File: src/rtl/ft600_echo_checksum.sv
// rtl/ft600_echo_checksum.sv - packet loopback from RX FIFO to TX FIFO with appended 16-bit checksum
//
// Pops a header word, echoes it and hdr[LEN_W-1:0] payload words into the TX
// FIFO, then pushes the 16-bit wrapping sum of header and payload.
//
// Ports
//   clk        user clock, rising edge
//   rst        synchronous active-high reset
//   rx_en      RX FIFO pop strobe (registered)
//   rx_out     RX FIFO read data, head word presented while rx_en is high
//   rx_empty   RX FIFO empty
//   tx_en      TX FIFO push strobe (registered)
//   tx_in      TX FIFO write data (registered, held between pushes)
//   tx_full    TX FIFO full
//   busy       packet in progress
//   pkt_count  completed packets, wraps
//   led        pkt_count[7:0]

module ft600_echo_checksum #(
  parameter int LEN_W = 8,
  parameter int CNT_W = 16
) (
  input  logic             clk,
  input  logic             rst,
  output logic             rx_en,
  input  logic [15:0]      rx_out,
  input  logic             rx_empty,
  output logic             tx_en,
  output logic [15:0]      tx_in,
  input  logic             tx_full,
  output logic             busy,
  output logic [CNT_W-1:0] pkt_count,
  output logic [7:0]       led
);

  typedef enum logic [2:0] {
    HDR_RD  = 3'd0,
    HDR_CAP = 3'd1,
    HDR_WR  = 3'd2,
    PL_RD   = 3'd3,
    PL_CAP  = 3'd4,
    PL_WR   = 3'd5,
    CK_WR   = 3'd6
  } state_t;

  state_t           state;
  state_t           state_nxt;

  // word holds whichever word is about to be echoed (header or payload)
  logic [15:0]      word;
  logic [15:0]      sum;
  logic [LEN_W-1:0] remaining;

  logic             rx_en_nxt;
  logic             tx_en_nxt;
  logic [15:0]      tx_in_nxt;
  logic             cap_hdr;
  logic             cap_pl;
  logic             ck_push;

  // state register
  always_ff @(posedge clk) begin
    if (rst) begin
      state <= HDR_RD;
    end else begin
      state <= state_nxt;
    end
  end

  // next-state logic
  always_comb begin
    state_nxt = state;
    case (state)
      HDR_RD:  if (!rx_empty) state_nxt = HDR_CAP;
      HDR_CAP: state_nxt = HDR_WR;
      HDR_WR:  if (!tx_full) state_nxt = (remaining != '0) ? PL_RD : CK_WR;
      PL_RD:   if (!rx_empty) state_nxt = PL_CAP;
      PL_CAP:  state_nxt = PL_WR;
      PL_WR:   if (!tx_full) state_nxt = (remaining != '0) ? PL_RD : CK_WR;
      CK_WR:   if (!tx_full) state_nxt = HDR_RD;
      default: state_nxt = HDR_RD;
    endcase
  end

  // output / datapath control; strobes are computed here and registered below
  always_comb begin
    rx_en_nxt = 1'b0;
    tx_en_nxt = 1'b0;
    tx_in_nxt = tx_in;
    cap_hdr   = 1'b0;
    cap_pl    = 1'b0;
    ck_push   = 1'b0;
    case (state)
      HDR_RD, PL_RD: rx_en_nxt = !rx_empty;
      HDR_CAP:       cap_hdr = 1'b1;
      PL_CAP:        cap_pl = 1'b1;
      HDR_WR, PL_WR: begin
        if (!tx_full) begin
          tx_en_nxt = 1'b1;
          tx_in_nxt = word;
        end
      end
      CK_WR: begin
        if (!tx_full) begin
          tx_en_nxt = 1'b1;
          tx_in_nxt = sum;
          ck_push   = 1'b1;
        end
      end
      default: ;
    endcase
  end

  always_ff @(posedge clk) begin
    if (rst) begin
      rx_en     <= 1'b0;
      tx_en     <= 1'b0;
      tx_in     <= '0;
      word      <= '0;
      sum       <= '0;
      remaining <= '0;
      pkt_count <= '0;
    end else begin
      rx_en <= rx_en_nxt;
      tx_en <= tx_en_nxt;
      tx_in <= tx_in_nxt;
      if (cap_hdr) begin
        word      <= rx_out;
        sum       <= rx_out;
        remaining <= rx_out[LEN_W-1:0];
      end
      if (cap_pl) begin
        word      <= rx_out;
        sum       <= sum + rx_out;
        remaining <= remaining - LEN_W'(1);
      end
      if (ck_push) begin
        pkt_count <= pkt_count + CNT_W'(1);
      end
    end
  end

  assign busy = (state != HDR_RD);
  assign led  = pkt_count[7:0];

endmodule

File: config.mk
export PLATFORM = sky130hd
export DESIGN_NAME = ft600_echo_checksum
export DESIGN_NICKNAME = d
export VERILOG_FILES = /design/src/rtl/ft600_echo_checksum.sv
export SDC_FILE = /design/constraint.sdc
export NUM_CORES = 1
export LEC_CHECK = 0
export ABC_AREA = 1
export BUFFER_PORTS_ARGS = -buffer_cell sky130_fd_sc_hd__buf_2
export CORE_MARGIN = 2
export CORE_UTILIZATION = 62
export DETAILED_ROUTE_END_ITERATION = 16
export GPL_TIMING_DRIVEN = 0
export PLACE_DENSITY = 0.92
export SETUP_SLACK_MARGIN = 0.2
export SYNTH_ARGS = -nofsm -noshare
export SYNTH_HDL_FRONTEND = slang
export SYNTH_SLANG_ARGS = --single-unit
export TNS_END_PERCENT = 30
File: constraint.sdc
create_clock -name clk -period 6.4 [get_ports clk]
set_clock_uncertainty 0.2 [all_clocks]
set_input_delay 1.92 -clock clk [delete_from_list [all_inputs] [get_ports clk]]
set_output_delay 1.92 -clock clk [all_outputs]
set_load 0.02 [all_outputs]
==> results.toml, run 1 <==
[status]
status = "finished clean"

[synthesis]
ys.flop_type = "dfxtp_1"
synth_top_cell_area_share_pct = 35.4
yosys.area.top_type = "dfxtp_1"
synth_commonest_cells = "178 x nand2_1, 77 x dfxtp_1, 73 x inv_1"
syn_inst = 654
synth.most_common_cell = "nand2_1"
yosys_warnings = 0
ys_seq_area_share_pct = 35.4
synthTopCellsByArea = "dfxtp_1 35%, nand2_1 15%, o21ai_0 7.4%"
syn_avg_cell_area_um2 = 6.65
synth_edf_count = 0
ys_seq_elements = 77
ys_types = 36
syn_nets = 692
syn-cell-area_um2 = 4350
ys_async_sr_fraction_pct = 0

[place]
port-buffer-count = 62
dp.final_hpwl_um = 8470
gp_congestion = 0.919
place_inst = 812

[floorplan]
row_count = 30
start_util_pct = 64.0
io_pins = 63
core_area_um2 = 6790
die_area_um2 = 7700
die_x_um = 87.8
die_h_um = 87.8

[timing]
slew_headroom_pct = 60.0
max_clock_freq_ghz = 0.290
worst_pin_slew_ns = 0.601
drv_slew = 0
rsz0062_at_grt = "no"
timing.final.crit_period_ns = 3.45
hold_viol = 0
period_share_pct = 53.9
fin_tns_setup_ns = 0
setup_viol = 0

[final_layout]
regArea_um2 = 1540
multi_input_area_um2 = 2340
syn_to_final_growth_pct = 14.3
fill_cells = 512
drive_gt1_share_pct = 15.7
fin_cells = 828
diodes = 0
post-route-util_pct = 73.2
final_net_count = 765

[pwr]
comb_power_share_pct = 46.9
irDropWorstVdd_v = 0.000257
p_int_mw = 1.16
power.density_nw_per_um2 = 425
total_power_mw = 2.11
p_switching_mw = 0.950
p_leak_nw = 2.44
switching_share_pct = 45.0
seq_power_share_pct = 35.9
power_frac_clock_pct = 17.3

[global_routing]
grt_max_degree = 14
grt.total_usage_pct = 30.9
antenna_found_initial = 0
grt.overflow.total = 0
grt_pass1_wl_um = 18700
grt_pass1_vias = 4137

[detailed_routing]
via_count = 4591
viasPerCell = 5.54
drc_errors = 0
wl_per_cell_um = 13.8
routed_wl_um = 11500
drt_iter0_markers = 342
first_pass_iters = 5
drtAntennaViolNets = 0

[worst_setup_path]
cp_data_arrival_time_ns = 3.54
worst-path-max-fanout = 3
start_kind = "primary input"
critPathKind = "in -> reg"
endpoint_kind = "flip-flop"
cp.required_ns = 6.49

[clock_network]
hold_buffers = 0
clockRootBuffer = "clkbuf_8"
cts_resized = 0
cts_tree = "built"
insertion_delay_ns = 0.36
clkTransAtPathRegs_ns = 0.08
htreeDepth = 3
cts.path.max_buffers = 2
cts_buffers = 9
cts_sinks = 77
postCtsSetupBuffers = 0

[worst_hold_path]
worstHoldPathType = "reg -> reg"

[run]
max_cap_viol_count = 0
==> stage by stage <==
stage	instance area, µm²	worst slack, ns	hold WS, ns
after floorplan	4350	2.94	0.254
after global placement	4780	2.67	0.262
after detailed placement	4780	2.64	0.269
after CTS	4970	3.01	0.274
after global routing	4970	2.79	0.286
final	4970	2.95	0.280
==> routing by layer <==
metal | track usage [%] | vias to the layer above | routed length (µm)
li1 | - | 2271 | -
met1 | 39.7 | 2030 | 4840
met2 | 50.5 | 256 | 5320
met3 | 5.84 | 34 | 1010
met4 | 13.7 | 0 | 297
met5 | 0 | - | 0
==> area by class of cell <==
cell class,count,area share [%]
clock buffer,10,2.57
timing repair buffer,62,6.24
sequential,77,31.0
multi-input combinational,470,47.2
buffer,30,3.50
clock inverter,6,1.28
inverter,77,5.81
tap,96,2.42
==> kinds of logic after synthesis <==
kind of cell,share of synthesized area (%)
AOI/OAI and AO/OA,16.8
xor gates and xnor gates,1.21
adders and majority gates,5.35
buffers and inverters,10.6
DFF,35.4
and+or+nand+nor,30.6
==> final timing paths <==
check | start | endpoint | slack, ns | cells after the start
max | rx_out[0] | sum[12] | 2.95 | 11
min | word[15] | tx_in[15] | 0.28 | 2
max reg2reg | sum[0] | sum[12] | 4.27 | 10
min reg2reg | word[15] | tx_in[15] | 0.28 | 2
==> critical path: stages <==
cell	delay, ns
buf_2	0.12
ha_1	0.22
fa_1	0.38
nand2_1	0.12
nand2_1	0.09
and2_1	0.18
nand3_1	0.13
nand3_1	0.08
nand2_1	0.06
nand3_1	0.09
a21oi_1	0.15
==> sequential cells by signal, indices dropped and copies added, names as in the netlist <==
name	cells
sum	16
rx_en	1
state	3
word	16
pkt_count	16
tx_en	1
remaining	8
tx_in	16
==> power groups by stage <==
stage	combinational, mW	sequential, mW	clock, mW
final	0.990	0.758	0.365
after global routing	1.12	0.771	0.386
after CTS	0.976	0.751	0.364
after detailed placement	0.962	0.758	0
after global placement	0.928	0.752	0
after floorplan	0.689	0.776	0
==> placed cells by master (no fill, tap or decap), types with 2 or more instances in the layout <==
| master | instances |
|---|---|
| nand2_1 | 178 |
| dfxtp_1 | 77 |
| inv_1 | 73 |
| buf_2 | 68 |
| o21ai_0 | 64 |
| nor2_1 | 63 |
| a21oi_1 | 38 |
| nand3_1 | 34 |
| a31oi_1 | 27 |
| ha_1 | 17 |
| clkbuf_1 | 12 |
| nor3_1 | 11 |
| clkbuf_8 | 9 |
| buf_4 | 8 |
| or2_2 | 5 |
| inv_2 | 4 |
| xor2_1 | 4 |
| nand3b_1 | 3 |
| nand2_2 | 3 |
| buf_6 | 3 |
| o21ai_1 | 3 |
| nand4_1 | 3 |
| and2_1 | 2 |
| xnor2_1 | 2 |
| nand2_4 | 2 |
| nor2_4 | 2 |
| clkinvlp_4 | 2 |
| clkinv_2 | 2 |
Note: power is estimated with default switching activity, not from simulation.
==> inputs of run 2 (changes only) <==
CORE_UTILIZATION = 58   (was 62)
PLACE_DENSITY = 0.87   (was 0.92)
clock period = 3.4 ns   (was 6.4 ns; I/O delays follow)
==> run 2 against run 1 <==
Against the previous run:
- sequential share of layout area shrank 0.30 points
- first-iteration DRC count grew 35%
- routed wire length grew 2.4%
- critical path type unchanged
- critical endpoint unchanged
==> results.toml, run 2 (synthesis results as in run 1) <==
[floorplan]
die_h_um = 90.6
io_pins = 63
row_count = 31
die_area_um2 = 8210
start_util_pct = 60.0
die_x_um = 90.6
core_area_um2 = 7250

[place]
dp.final_hpwl_um = 8720
gp_congestion = 0.936
dp_slack_ns = 0.547
port-buffer-count = 62

[detailed_routing]
via_count = 4553
first_pass_iters = 5
maxUsedRoutingLayer = "met4"
wl_per_cell_um = 14.1
wl_met2_um = 5440
drt_iter0_markers = 460
drc_errors = 0
routed_wl_um = 11700
drtAntennaViolNets = 0
met3_length_um = 1070
viasPerCell = 5.49
drt-met1-wl_um = 5040

[timing]
worst_slack_ns = 0.869
rsz0062_at_grt = "no"
timing.final.crit_period_ns = 2.53
period_share_pct = 74.4
fin_tns_setup_ns = 0
drv_slew = 0
slew_headroom_pct = 62.0
hold_viol = 0
max_clock_freq_ghz = 0.395
worst_pin_slew_ns = 0.570
setup_viol = 0

[global_routing]
grt_pass1_vias = 4242
grt_max_degree = 14
antenna_found_initial = 0
grt.overflow.total = 0
grt.total_usage_pct = 28.9
grt_pass1_wl_um = 19400

[clock_network]
cts_tree = "built"
cts_sinks = 77
cts_buffers = 9
cts.path.max_buffers = 2
cts_resized = 0
htreeDepth = 3
clkTransAtPathRegs_ns = 0.08
postCtsSetupBuffers = 0
clockRootBuffer = "clkbuf_8"
insertion_delay_ns = 0.36
hold_buffers = 0

[final_layout]
layout.cells.most_common = "nand2_1"
post-route-util_pct = 69.2
syn_to_final_growth_pct = 15.4
final_net_count = 765
diodes = 0
final_cell_mix = "178 x nand2_1, 77 x dfxtp_1, 73 x inv_1, 68 x buf_2, 64 x o21ai_0"
drive_gt1_share_pct = 15.7

[worst_setup_path]
crit_start = "rx_out[0]"
rr_worst_depth = 10
r2r_slack_ns = 1.30
cp_data_arrival_time_ns = 2.62
r2r_end = "sum[12]"
start_kind = "primary input"
worst-path-max-fanout = 3
cp-endpoint = "sum[12]"
endpoint_kind = "flip-flop"
r2r_start = "sum[0]"
cp.required_ns = 3.48
critPathKind = "in -> reg"

[pwr]
power.density_nw_per_um2 = 824
irDropWorstVdd_v = 0.000599
p_leak_nw = 2.47

[run]
max_cap_viol_count = 0

[worst_hold_path]
worstHoldPathType = "reg -> reg"

[status]
status = "finished clean"
## run 2: metrics by stage
step	total power, mW	area, µm²	hold WS (ns)	std cells
finish	4.14	5020	0.285	830
global route	4.44	5020	0.289	830
CTS	4.09	5020	0.283	830
detailed placement	3.25	4780	0.268	815
global placement	3.18	4780	0.263	815
floorplan	2.76	4350	0.254	654
## run 2: critical path, cell delays in order
cell	delay, ns
buf_2	0.12
ha_1	0.22
fa_1	0.39
nand2_1	0.11
nand2_1	0.07
and2_1	0.18
nand3_1	0.12
nand3_1	0.08
nand2_1	0.06
nand3_1	0.09
a21oi_1	0.15
## run 2: layer usage
| layer | vias to the layer above | GRT usage [%] |
|---|---|---|
| li1 | 2263 | - |
| met1 | 2078 | 37.4 |
| met2 | 191 | 47.5 |
| met3 | 21 | 6.68 |
| met4 | 0 | 10.0 |
| met5 | - | 0 |
## run 2: final cells by class
| type | instances | area (µm²) |
|---|---|---|
| Multi-Input combinational cell | 470 | 2340 |
| Fill cell | 610 | 2230 |
| Clock buffer | 9 | 124 |
| Tap cell | 99 | 124 |
| Clock inverter | 6 | 113 |
| Sequential cell | 77 | 1540 |
| Buffer | 30 | 174 |
| Inverter | 77 | 289 |
| Timing Repair Buffer | 62 | 310 |
## run 2: worst min-delay path by stage
stage	start	to	slack (ns)	depth (start not counted)
finish	word[11]	tx_in[11]	0.29	2
global route	word[10]	tx_in[10]	0.29	2
CTS	word[1]	tx_in[1]	0.28	2
detailed placement	word[15]	tx_in[15]	0.27	2
global placement	word[1]	tx_in[1]	0.26	2
floorplan	word[10]	tx_in[10]	0.25	2
## run 2: where the power goes
group	total, mW	switching [mW]	internal [mW]
clock network	0.839	0.354	0.485
registers	1.42	0.223	1.20
logic	1.87	1.22	0.649
total	4.14	1.80	2.34
==> inputs of run 3 (changes only) <==
CORE_UTILIZATION = 52   (was 58)
PLACE_DENSITY = 0.82   (was 0.87)
clock period = 2.3 ns   (was 3.4 ns; I/O delays follow)
==> run 3 against run 2 <==
Against the previous run:
- final cell count grew 0.84%
- sequential power grew 48%
- largest cell class unchanged
- flip-flop and latch count is the same
- first-iteration DRC count shrank 27%
- critical path type unchanged
- global-route usage shrank 2.2 points
- clock-buffer cell count grew 1
==> results.toml, run 3 (synthesis results as in run 1) <==
[final_layout]
final_cell_mix = "171 x nand2_1, 77 x dfxtp_1, 73 x inv_1, 68 x buf_2, 64 x o21ai_0"
final_net_count = 765
syn_to_final_growth_pct = 15.8
diodes = 0
fill_cells = 752
layout.cells.most_common = "nand2_1"
final_area_um2 = 5040
drive_gt1_share_pct = 18.2

[worst_setup_path]
critPathKind = "in -> reg"
worst-path-max-fanout = 3
rr_worst_depth = 10
r2r_end = "sum[12]"
start_kind = "primary input"
cp.required_ns = 2.38
r2r_slack_ns = 0.33
endpoint_kind = "flip-flop"
r2r_start = "sum[0]"
cp_data_arrival_time_ns = 2.15

[timing]
slew_headroom_pct = 58.6
setup_viol = 0
hold_viol = 0
fin_tns_setup_ns = 0
max_clock_freq_ghz = 0.482
worst_slack_ns = 0.227
drv_slew = 0
rsz0062_at_grt = "yes"
period_share_pct = 90.1
timing.final.crit_period_ns = 2.07
worst_pin_slew_ns = 0.621

[clock_network]
cts_sinks = 77
clkTransAtPathRegs_ns = 0.08
cts_tree = "built"
insertion_delay_ns = 0.35
cts.path.max_buffers = 2
clockRootBuffer = "clkbuf_8"
cts_buffers = 9
htreeDepth = 3

[global_routing]
grt_pass1_vias = 4244
antenna_found_initial = 0
grt_max_degree = 15
grt.total_usage_pct = 26.7
grt_pass1_wl_um = 19100
grt.overflow.total = 0

[floorplan]
row_count = 33
die_h_um = 95.5
die_x_um = 95.5
core_area_um2 = 8180
die_area_um2 = 9110
start_util_pct = 53.2
io_pins = 63

[detailed_routing]
drc_errors = 0
viasPerCell = 5.44
drtAntennaViolNets = 0
drt_iter0_markers = 335
wl_per_cell_um = 14.2
via_count = 4555
routed_wl_um = 11900
first_pass_iters = 8

[pwr]
power_frac_clock_pct = 16.0
comb_power_share_pct = 48.4
switching_share_pct = 46.4
power.density_nw_per_um2 = 1170
p_switching_mw = 2.74
irDropWorstVdd_v = 0.000454
p_int_mw = 3.17
seq_power_share_pct = 35.6
p_leak_nw = 2.43

[place]
dp.final_hpwl_um = 8930
port-buffer-count = 62
gp_congestion = 0.875
placed_area_um2 = 4810
dp_slack_ns = -0.165

[worst_hold_path]
worstHoldPathType = "reg -> reg"
min_to = "tx_in[2]"
hold_depth = 2
hp-start = "word[2]"

[status]
status = "finished clean"

[run]
max_cap_viol_count = 0
run 3: changes by cell type in the layout (fill, tap and decap cells not counted), moves of 3 or more:
cell / change
a21oi_1: -3
a21oi_2: +3
bufinv_16: -3
clkinvlp_4: +4
nand2_1: -7
nand2_2: +7
nand3_1: -3
nand3_2: +3
run 3: worst max-delay path by stage:
stage                   start       to  slack [ns]  cells past startpoint
global route        rx_out[0]  sum[12]        0.17                     11
floorplan           rx_out[0]   sum[8]        0.16                     11
detailed placement  rx_out[0]  sum[10]       -0.16                     12
global placement    rx_out[0]   sum[8]       -0.13                     12
finish              rx_out[0]  sum[12]        0.23                     11
CTS                 rx_out[0]  sum[12]        0.20                     11
run 3: stage by stage:
step | cells | hold WS (ns) | utilization, % | power, mW
finish | 837 | 0.274 | 61.6 | 5.90
global route | 837 | 0.304 | 61.6 | 6.35
CTS | 837 | 0.277 | 61.0 | 5.79
detailed placement | 821 | 0.269 | 58.9 | 4.85
global placement | 821 | 0.263 | 58.9 | 4.73
floorplan | 654 | 0.254 | - | 4.10
run 3: layout make-up:
| class | count | area (µm²) | area share [%] |
|---|---|---|---|
| clock buffers | 10 | 128 | 2.53 |
| flip-flops and latches | 77 | 1540 | 30.6 |
| repair buffers | 62 | 310 | 6.16 |
| plain buffers | 30 | 174 | 3.45 |
| inverters | 77 | 289 | 5.74 |
| well taps | 105 | 131 | 2.61 |
| multi-input cells | 470 | 2420 | 48.0 |
| clock inverters | 6 | 47.5 | 0.944 |
run 3: timing repair:
action / 4_1_cts / 5_1_grt
buffers inserted: 0 / 0
hold buffers: 0 / 0
gates resized for setup: 1 / 13
pin swaps: 0 / 6
setup endpoints to repair: 3 / 10
run 3: layer usage:
| layer | vias to the layer above | global-route usage [%] | wire length [µm] | share of wire (%) |
|---|---|---|---|---|
| li1 | 2267 | - | - | - |
| met1 | 2071 | 35.0 | 5370 | 45 |
| met2 | 189 | 43.9 | 5410 | 46 |
| met3 | 28 | 5.06 | 853 | 7.2 |
| met4 | 0 | 9.76 | 246 | 2.1 |
| met5 | - | 0 | 0 | 0 |
run 3: power by group through the flow:
stage / combinational, mW / clock [mW] / sequential, mW
3_5_place_dp: 2.74 / 0 / 2.11
4_1_cts: 2.76 / 0.946 / 2.09
5_1_grt: 3.19 / 1.01 / 2.15
6_report: 2.86 / 0.944 / 2.10
3_3_place_gp: 2.63 / 0 / 2.09
2_1_floorplan: 1.93 / 0 / 2.16
run 3: worst max-delay path, cell delays in order:
cell	delay, ns
buf_2	0.13
ha_4	0.17
fa_2	0.34
nand2_2	0.10
nand2_2	0.07
and2_4	0.18
nand3_1	0.09
nand3_1	0.08
nand2_1	0.06
nand3_1	0.07
a21oi_1	0.16
